==> config.mk <==
export PLATFORM = sky130hd
export DESIGN_NAME = uart_tx_arbiter
export DESIGN_NICKNAME = d
export VERILOG_FILES = /design/src/rtl/uart_tx_arbiter.sv
export SDC_FILE = /design/constraint.sdc
export NUM_CORES = 1
export LEC_CHECK = 0
export CAP_MARGIN = 40
export CORE_ASPECT_RATIO = 2
export CORE_MARGIN = 3
export CORE_UTILIZATION = 40
export DETAILED_ROUTE_END_ITERATION = 10
export PLACE_DENSITY = 0.76
export SYNTH_ARGS = -nofsm -noshare
export SYNTH_HDL_FRONTEND = slang
export SYNTH_SLANG_ARGS = --single-unit
==> constraint.sdc <==
create_clock -name clk_i -period 1.7 [get_ports clk_i]
set_input_delay 0.51 -clock clk_i [delete_from_list [all_inputs] [get_ports clk_i]]
set_output_delay 0.51 -clock clk_i [all_outputs]
set_load 0.05 [all_outputs]
==> src/rtl/uart_tx_arbiter.sv <==
// rtl/uart_tx_arbiter.sv - round-robin arbiter sharing one UART transmitter between N_REQ byte producers
// Optional packet lock (requester keeps the line until req_last_i) enabled by defining UART_ARB_LOCK_EN.
module uart_tx_arbiter #(
    parameter int N_REQ         = 4,
    parameter int START_TIMEOUT = 15,
    parameter int CNT_W         = 16
) (
    input  logic                 clk_i,
    input  logic                 nreset_i,
    input  logic [N_REQ-1:0]     req_valid_i,
    input  logic [8*N_REQ-1:0]   req_data_i,
    input  logic [N_REQ-1:0]     req_last_i,
    output logic [N_REQ-1:0]     req_ack_o,
    output logic [N_REQ-1:0]     grant_o,
    output logic [7:0]           tx_data_o,
    output logic                 tx_start_o,
    input  logic                 tx_busy_i,
    output logic                 timeout_err_o,
    input  logic                 err_clr_i,
    output logic [CNT_W-1:0]     frames_sent_o
);

    localparam int IDX_W = $clog2(N_REQ);
    localparam int TO_W  = $clog2(START_TIMEOUT + 1);

`ifdef UART_ARB_LOCK_EN
    localparam bit LOCK_EN = 1'b1;
`else
    localparam bit LOCK_EN = 1'b0;
`endif

    typedef enum logic [1:0] {
        IDLE      = 2'd0,
        LAUNCH    = 2'd1,
        WAIT_BUSY = 2'd2,
        WAIT_DONE = 2'd3
    } state_t;

    state_t            state_q;
    logic [IDX_W-1:0]  ptr_q;
    logic [IDX_W-1:0]  win_q;
    logic [TO_W-1:0]   to_cnt_q;
    logic              lock_q;
    logic              last_q;

    logic              found_c;
    logic [IDX_W-1:0]  pick_c;
    logic [IDX_W-1:0]  cand_c;
    logic [IDX_W-1:0]  next_c;
    logic [7:0]        data_c;
    logic              last_c;
    logic [N_REQ-1:0]  pick_onehot_c;

    // Index addition modulo N_REQ; the extra bit keeps the sum from overflowing before the wrap.
    function automatic logic [IDX_W-1:0] wrap_add(input logic [IDX_W-1:0] base,
                                                   input logic [IDX_W:0]   off);
        logic [IDX_W:0] s;
        s = {1'b0, base} + off;
        if (s >= (IDX_W+1)'(N_REQ)) begin
            s = s - (IDX_W+1)'(N_REQ);
        end
        return s[IDX_W-1:0];
    endfunction

    // First valid requester at or after the pointer, searching upward with wrap.
    always_comb begin
        found_c = 1'b0;
        pick_c  = '0;
        cand_c  = '0;
        for (int i = 0; i < N_REQ; i++) begin
            cand_c = wrap_add(ptr_q, (IDX_W+1)'(i));
            if (!found_c && req_valid_i[cand_c]) begin
                found_c = 1'b1;
                pick_c  = cand_c;
            end
        end
    end

    always_comb begin
        data_c = 8'h00;
        last_c = 1'b0;
        for (int i = 0; i < N_REQ; i++) begin
            if (pick_c == IDX_W'(i)) begin
                data_c = req_data_i[8*i +: 8];
                last_c = req_last_i[i];
            end
        end
    end

    assign next_c        = wrap_add(win_q, (IDX_W+1)'(1));
    assign pick_onehot_c = {{(N_REQ-1){1'b0}}, 1'b1} << pick_c;

    always_ff @(posedge clk_i or negedge nreset_i) begin
        if (!nreset_i) begin
            state_q       <= IDLE;
            ptr_q         <= '0;
            win_q         <= '0;
            to_cnt_q      <= '0;
            lock_q        <= 1'b0;
            last_q        <= 1'b0;
            req_ack_o     <= '0;
            grant_o       <= '0;
            tx_data_o     <= 8'h00;
            tx_start_o    <= 1'b0;
            timeout_err_o <= 1'b0;
            frames_sent_o <= '0;
        end else begin
            req_ack_o  <= '0;
            tx_start_o <= 1'b0;
            // A timeout set later in this block overrides the clear.
            if (err_clr_i) begin
                timeout_err_o <= 1'b0;
            end

            case (state_q)
                IDLE: begin
                    if (lock_q && !req_valid_i[win_q]) begin
                        lock_q  <= 1'b0;
                        grant_o <= '0;
                        ptr_q   <= next_c;
                    end else if (found_c && !tx_busy_i) begin
                        win_q     <= pick_c;
                        grant_o   <= pick_onehot_c;
                        req_ack_o <= pick_onehot_c;
                        tx_data_o <= data_c;
                        last_q    <= last_c;
                        state_q   <= LAUNCH;
                    end
                end

                LAUNCH: begin
                    tx_start_o <= 1'b1;
                    to_cnt_q   <= '0;
                    state_q    <= WAIT_BUSY;
                end

                WAIT_BUSY: begin
                    if (tx_busy_i) begin
                        state_q <= WAIT_DONE;
                    end else if (to_cnt_q == TO_W'(START_TIMEOUT)) begin
                        timeout_err_o <= 1'b1;
                        grant_o       <= '0;
                        ptr_q         <= next_c;
                        lock_q        <= 1'b0;
                        state_q       <= IDLE;
                    end else begin
                        to_cnt_q <= to_cnt_q + TO_W'(1);
                    end
                end

                WAIT_DONE: begin
                    if (!tx_busy_i) begin
                        frames_sent_o <= frames_sent_o + CNT_W'(1);
                        state_q       <= IDLE;
                        // Mid-packet bytes keep the same owner and priority.
                        if (LOCK_EN && !last_q) begin
                            lock_q <= 1'b1;
                            ptr_q  <= win_q;
                        end else begin
                            lock_q  <= 1'b0;
                            grant_o <= '0;
                            ptr_q   <= next_c;
                        end
                    end
                end

                default: begin
                    state_q <= IDLE;
                end
            endcase
        end
    end

endmodule

Word-level counts from Yosys, hierarchy flattened --
Cells that the tools add are included.
Operators by class: bitwise logic cells 2, multiplexer cells 60, add/subtract/negate cells 11, magnitude comparators 10, shifts and indexed selects 1, reductions and logical operators 20, equality and inequality tests 16
Operators with widths (count):
- $mux W4 | 10
- $mux W2 | 18
- $mux W8 | 4
- $mux W1 | 18
- $add A16 B1 Y16 const B | 1
- $lt A2 B3 Y1 const B | 5
- $ne A2 B2 Y1 const B | 7
- $ge A3 B3 Y1 const B | 4
- $pmux W4 S3 | 1
- $bmux W1 S2 | 5
- $reduce_and A5 Y1 | 2
- $sub A2 B1 Y2 const B | 5
- $eq A2 B2 Y1 const B | 4
- $pmux W2 S4 | 1
- $pmux W4 S2 | 1
- $add A2 B1 Y3 const B | 2
- $add A2 B2 Y3 const B | 2
- $ne A3 B3 Y1 const B | 2
- $pmux W2 S3 | 1
- $reduce_and A3 Y1 | 2
- $logic_and A1 B1 Y1 | 5
- $logic_not A1 Y1 | 5
- $add A4 B1 Y4 const B | 1
- $eq A2 B1 Y1 const B | 2
- other kinds (10) | 12
Word-level totals: word-level logic and storage cells 131, output and inout port bits 34, register bits 45, bits of input ports 44

Depth between registers and ports, before layout --
depth after elaboration 19, gate-level depth with buffers 8, mapped depth without buffers 7

Worst setup path after synthesis --
OpenSTA, ideal clock, no wires.
kind input-to-reg, start input tx_busy_i, end register frames_sent_o[11], buffers on the path 1, data required time 1559 ps, stages 7, data arrival time 1698 ps, setup time 141 ps, slack -138 ps, path through and3b_1 > buf_2 > and4_1 > and2_1 > and4_1 > nand3_1 > xnor2_1
Between the ends: word-level cells in the longest chain between the ends 2
RTL lines:
- start: declaration | RTL line 17 | input logic tx_busy_i,
- $not A1 Y1 (no source line)
- $reduce_and A2 Y1 (no source line)
- end signal: assignment | RTL line 153 | frames_sent_o <= frames_sent_o + CNT_W'(1);
- end: declaration | RTL line 20 | output logic [CNT_W-1:0] frames_sent_o
No other way between the ends. A chain may end at the register's enable or synchronous reset.

Final worst setup path --
start register ptr_q[1], end register tx_data_o[4]
Between the ends: word-level cells in the longest chain between the ends 19, elaborated cells between the ends (all ways) 47, classes of those cells add/sub: 7; order compare: 4; eq/ne: 3; mux: 24; reduce/logical: 9
RTL lines:
- start: declaration | RTL line 40 | logic [IDX_W-1:0] ptr_q;
- start signal: assignment | RTL line 120 | ptr_q <= next_c;
- start signal: assignment | RTL line 143 | ptr_q <= next_c;
- start signal: assignment | RTL line 158 | ptr_q <= win_q;
- parallel branches: the longest is 19 deep, another holds $add A2 B1 Y3
- end signal: assignment | RTL line 125 | tx_data_o <= data_c;
- end: declaration | RTL line 15 | output logic [7:0] tx_data_o,
Several ways; the timed one is not identified. The select of a mux whose other input is x is not followed.

==> results.cfg <==
[status]
status = complete, but fails checks
violations = setup timing

[cts]
cts_num_sinks = 44
root_buffer = clkbuf_8
clk_latency_ns = 0.29
cts_tree = yes
cts_made_buffers = 5
clockBufferDepth = 2
clk_pin_slew_ns = 0.09
htreeDepth = 2
cts.hold.buffers_added = 0

[grt]
grt_first_pass_wirelength_mm = 10.1
grt_start_max_net_pins = 19
track_usage_pct = 21.0
overflow = 0
grt_pass1_vias = 2145
antenna_found_initial = 0

[floorplanning]
core_area_sq_um = 5000
start_util_pct = 42.3
die_area_sq_um = 6250
ios = 78
die_h_um = 109
dieWidth_um = 57.4
rows = 36

[pwr]
vdd_drop_max_mv = 1.19
cellPowerDensity_nw_per_um2 = 1490
p_leak_nw = 1.74

[min_path]
hold_class = in -> async

[synth]
ys_warn_count = 0
yosysSeqAreaShare_pct = 52.1
synth-simple-area-share_pct = 17.3
synth_cell_types = 40
synth_compound_area_share_pct = 18.3
yosys.area_share.adder_pct = 1.18
syn_nets = 245
synth-xor-area-share_pct = 6.63
syn-cell-area_sq_um = 2110
synth_top_family_by_area = compound AO/OA/AOI/OAI gates
synthMuxAreaShare_pct = 1.95
synth_cells = 199
synth_seq_cells = 44
avgSynthCellArea_sq_um = 10.6

[sta]
finalClockSkew_ns = 0.00639
slew_violations = 0
fmax_mhz = 551
slew_headroom_pct = 68.6
post-route-period-util_pct = 107
setup_ws_ns = -0.114
setup_viol = 8
rsz0062_at_grt = yes
hold_viol_final = 0
min_period_ns = 1.81
tightest_slew_ns = 0.471

[critical_path]
cp.required_ns = 1.87
critPathTopFamily = compound AO/OA/AOI/OAI gates
cp_num_buf_inv = 1
cp.arrival_ns = 1.98
start_kind = flip-flop
cpPeakStageDelay_ns = 0.45
reg2reg_depth = 6
path_cells = mux2i_1 -> a221o_1 -> nor3_4 -> buf_4 -> a22o_1 -> a211o_1
crit_fanout = 6
path_depth = 6
critPathCaptureType = flip-flop
critPathKind = reg -> reg
critical-path-slowest-cell = dfrtp_2

[layout]
utilization_pct = 75.9
area_delta_synth_final_pct = 79.4
final_cells = 368
drive_gt1_share_pct = 38.6
n_antenna_cell = 0
num-nets-final = 356

[flow_run]
drv_cap = 0

[placement]
dp.cells = 351
portBuffers = 73
place_hpwl_mm = 4.42
gp_congestion = 0.804

[routing]
drc = 0
drt_wl_total_mm = 6.43
dr.pass1.iters = 4
vias = 2043
drt-initial-drc-count = 54
avgViaCountPerCell = 5.55
drtAntennaViolNets = 0
routedWlPerCell_um = 17.5
-- area by class of cell --
| class | count | area, sq um |
|---|---|---|
| clock buffer | 6 | 72.6 |
| clock inverter | 2 | 35.0 |
| fill | 300 | 1210 |
| inverter | 5 | 18.8 |
| multi-input combinational | 142 | 1100 |
| sequential | 44 | 1110 |
| tap | 57 | 71.3 |
| timing repair buffer | 112 | 1390 |
-- power by group --
part / leakage [nW] / internal [mW] / switching, mW
Combinational: 1.11 / 1.57 / 1.57
Sequential: 0.574 / 1.34 / 0.370
Clock: 0.0552 / 0.436 / 0.351
Total: 1.74 / 3.35 / 2.29
-- placed cells by master, fill, tap and decap left out, types with 2 or more instances in the layout --
cell	count
a21o_1	5
xor2_1	5
and3_1	3
a22o_1	8
a211o_1	9
nand2b_1	2
buf_6	8
buf_4	30
mux2i_1	3
nand3b_1	2
nand2_1	10
a21oi_1	6
nor3_4	2
clkbuf_8	5
nand2_2	2
nand3_1	18
nand3_2	3
and4_4	2
dfrtp_1	39
o22ai_1	2
buf_12	35
clkdlybuf4s50_1	33
and2_4	2
a21oi_2	7
o21ai_0	6
inv_1	5
buf_2	3
nor2_1	10
xnor2_1	11
dfrtp_2	5
-- registers in the layout, indices dropped and copies added (netlist names) --
register and flops:
frames_sent_o 16, tx_data_o 8, grant_o 4, req_ack_o 4, to_cnt_q 4, ptr_q 2
state_q 2, win_q 2, timeout_err_o 1, tx_start_o 1
-- final timing paths --
| path | startpoint | to | slack (ns) |
|---|---|---|---|
| max | ptr_q[1] | tx_data_o[4] | -0.11 |
| min | nreset_i | frames_sent_o[15] | 0.16 |
| max reg2reg | ptr_q[1] | tx_data_o[4] | -0.11 |
| min reg2reg | win_q[0] | ptr_q[0] | 0.49 |
| max in group asynchronous | nreset_i | ptr_q[1] | 0.98 |
| min in group clk_i | win_q[0] | ptr_q[0] | 0.49 |
-- kinds of logic after synthesis --
group	count (synthesis)
adders and majority gates	2
and+or+nand+nor	67
xor gates and xnor gates	16
buffers and inverters	13
AOI/OAI and AO/OA	53
DFF	44
muxes	4
-- cells in the mapped netlist, drive strengths merged --
cell | n | area [sq um]
clkbuf | 4 | 15.0
mux2 | 1 | 11.3
and3b | 1 | 8.76
o211ai | 1 | 7.51
a221o | 1 | 10.0
or3 | 1 | 6.26
nand2b | 3 | 18.8
a22o | 8 | 70.1
inv | 5 | 18.8
o32ai | 1 | 8.76
and4b | 1 | 10.0
nand2 | 12 | 45.0
mux2i | 3 | 30.0
and4 | 3 | 26.3
a21oi | 14 | 70.1
a31oi | 1 | 6.26
dfrtp | 44 | 1100
nor2b | 1 | 6.26
o22a | 1 | 8.76
xor2 | 5 | 43.8
nor4 | 1 | 6.26
and2 | 2 | 12.5
buf | 4 | 20.0
and3 | 4 | 25.0
a211o | 9 | 78.8
xnor2 | 11 | 96.3
o221ai | 1 | 8.76
a21o | 5 | 37.5
nand3 | 21 | 105
nand4 | 1 | 6.26
o21ai | 7 | 35.0
nor3 | 4 | 36.3
ha | 2 | 25.0
o22ai | 2 | 12.5
nand3b | 2 | 15.0
a221oi | 1 | 26.3
a211oi | 1 | 7.51
nor2 | 10 | 37.5
-- timing repair --
action                                  CTS  global route
setup buffers                             7             4
endpoints found under the setup margin   31            15
gates resized for setup                  31            23
endpoints found under the hold margin     0             0
pin swaps                                 8             4
-- metal layers --
| metal | track usage, % | part of all wire [%] | up-vias |
|---|---|---|---|
| met1 | 22.8 | 36 | 1008 |
| met3 | 5.09 | 5.1 | 10 |
| met4 | 9.29 | 2.2 | 0 |
| met5 | 0 | 0 | - |
| met2 | 37.6 | 56 | 75 |
| li1 | - | - | 950 |
-- stage by stage --
stage / area (sq um) / TNS, ns / total power [mW] / hold slack (ns) / setup WS, ns
6_report: 3790 / -0.486 / 5.64 / 0.160 / -0.114
5_1_grt: 3790 / -1.06 / 5.92 / 0.176 / -0.162
4_1_cts: 3690 / -0.232 / 5.48 / 0.172 / -0.0442
3_5_place_dp: 3480 / -18.12 / 4.56 / 0.479 / -0.699
3_3_place_gp: 3480 / -16.95 / 4.50 / 0.471 / -0.653
2_1_floorplan: 2140 / -0.324 / 3.11 / 0.214 / -0.108
-- worst reg2reg max path, cell delays in order (launching register included) --
cell     delay [ns]
dfrtp_2        0.45
mux2i_1        0.29
a221o_1        0.29
nor3_4         0.08
buf_4          0.13
a22o_1         0.19
a211o_1        0.26
Note: power is estimated with default switching activity, not from simulation.
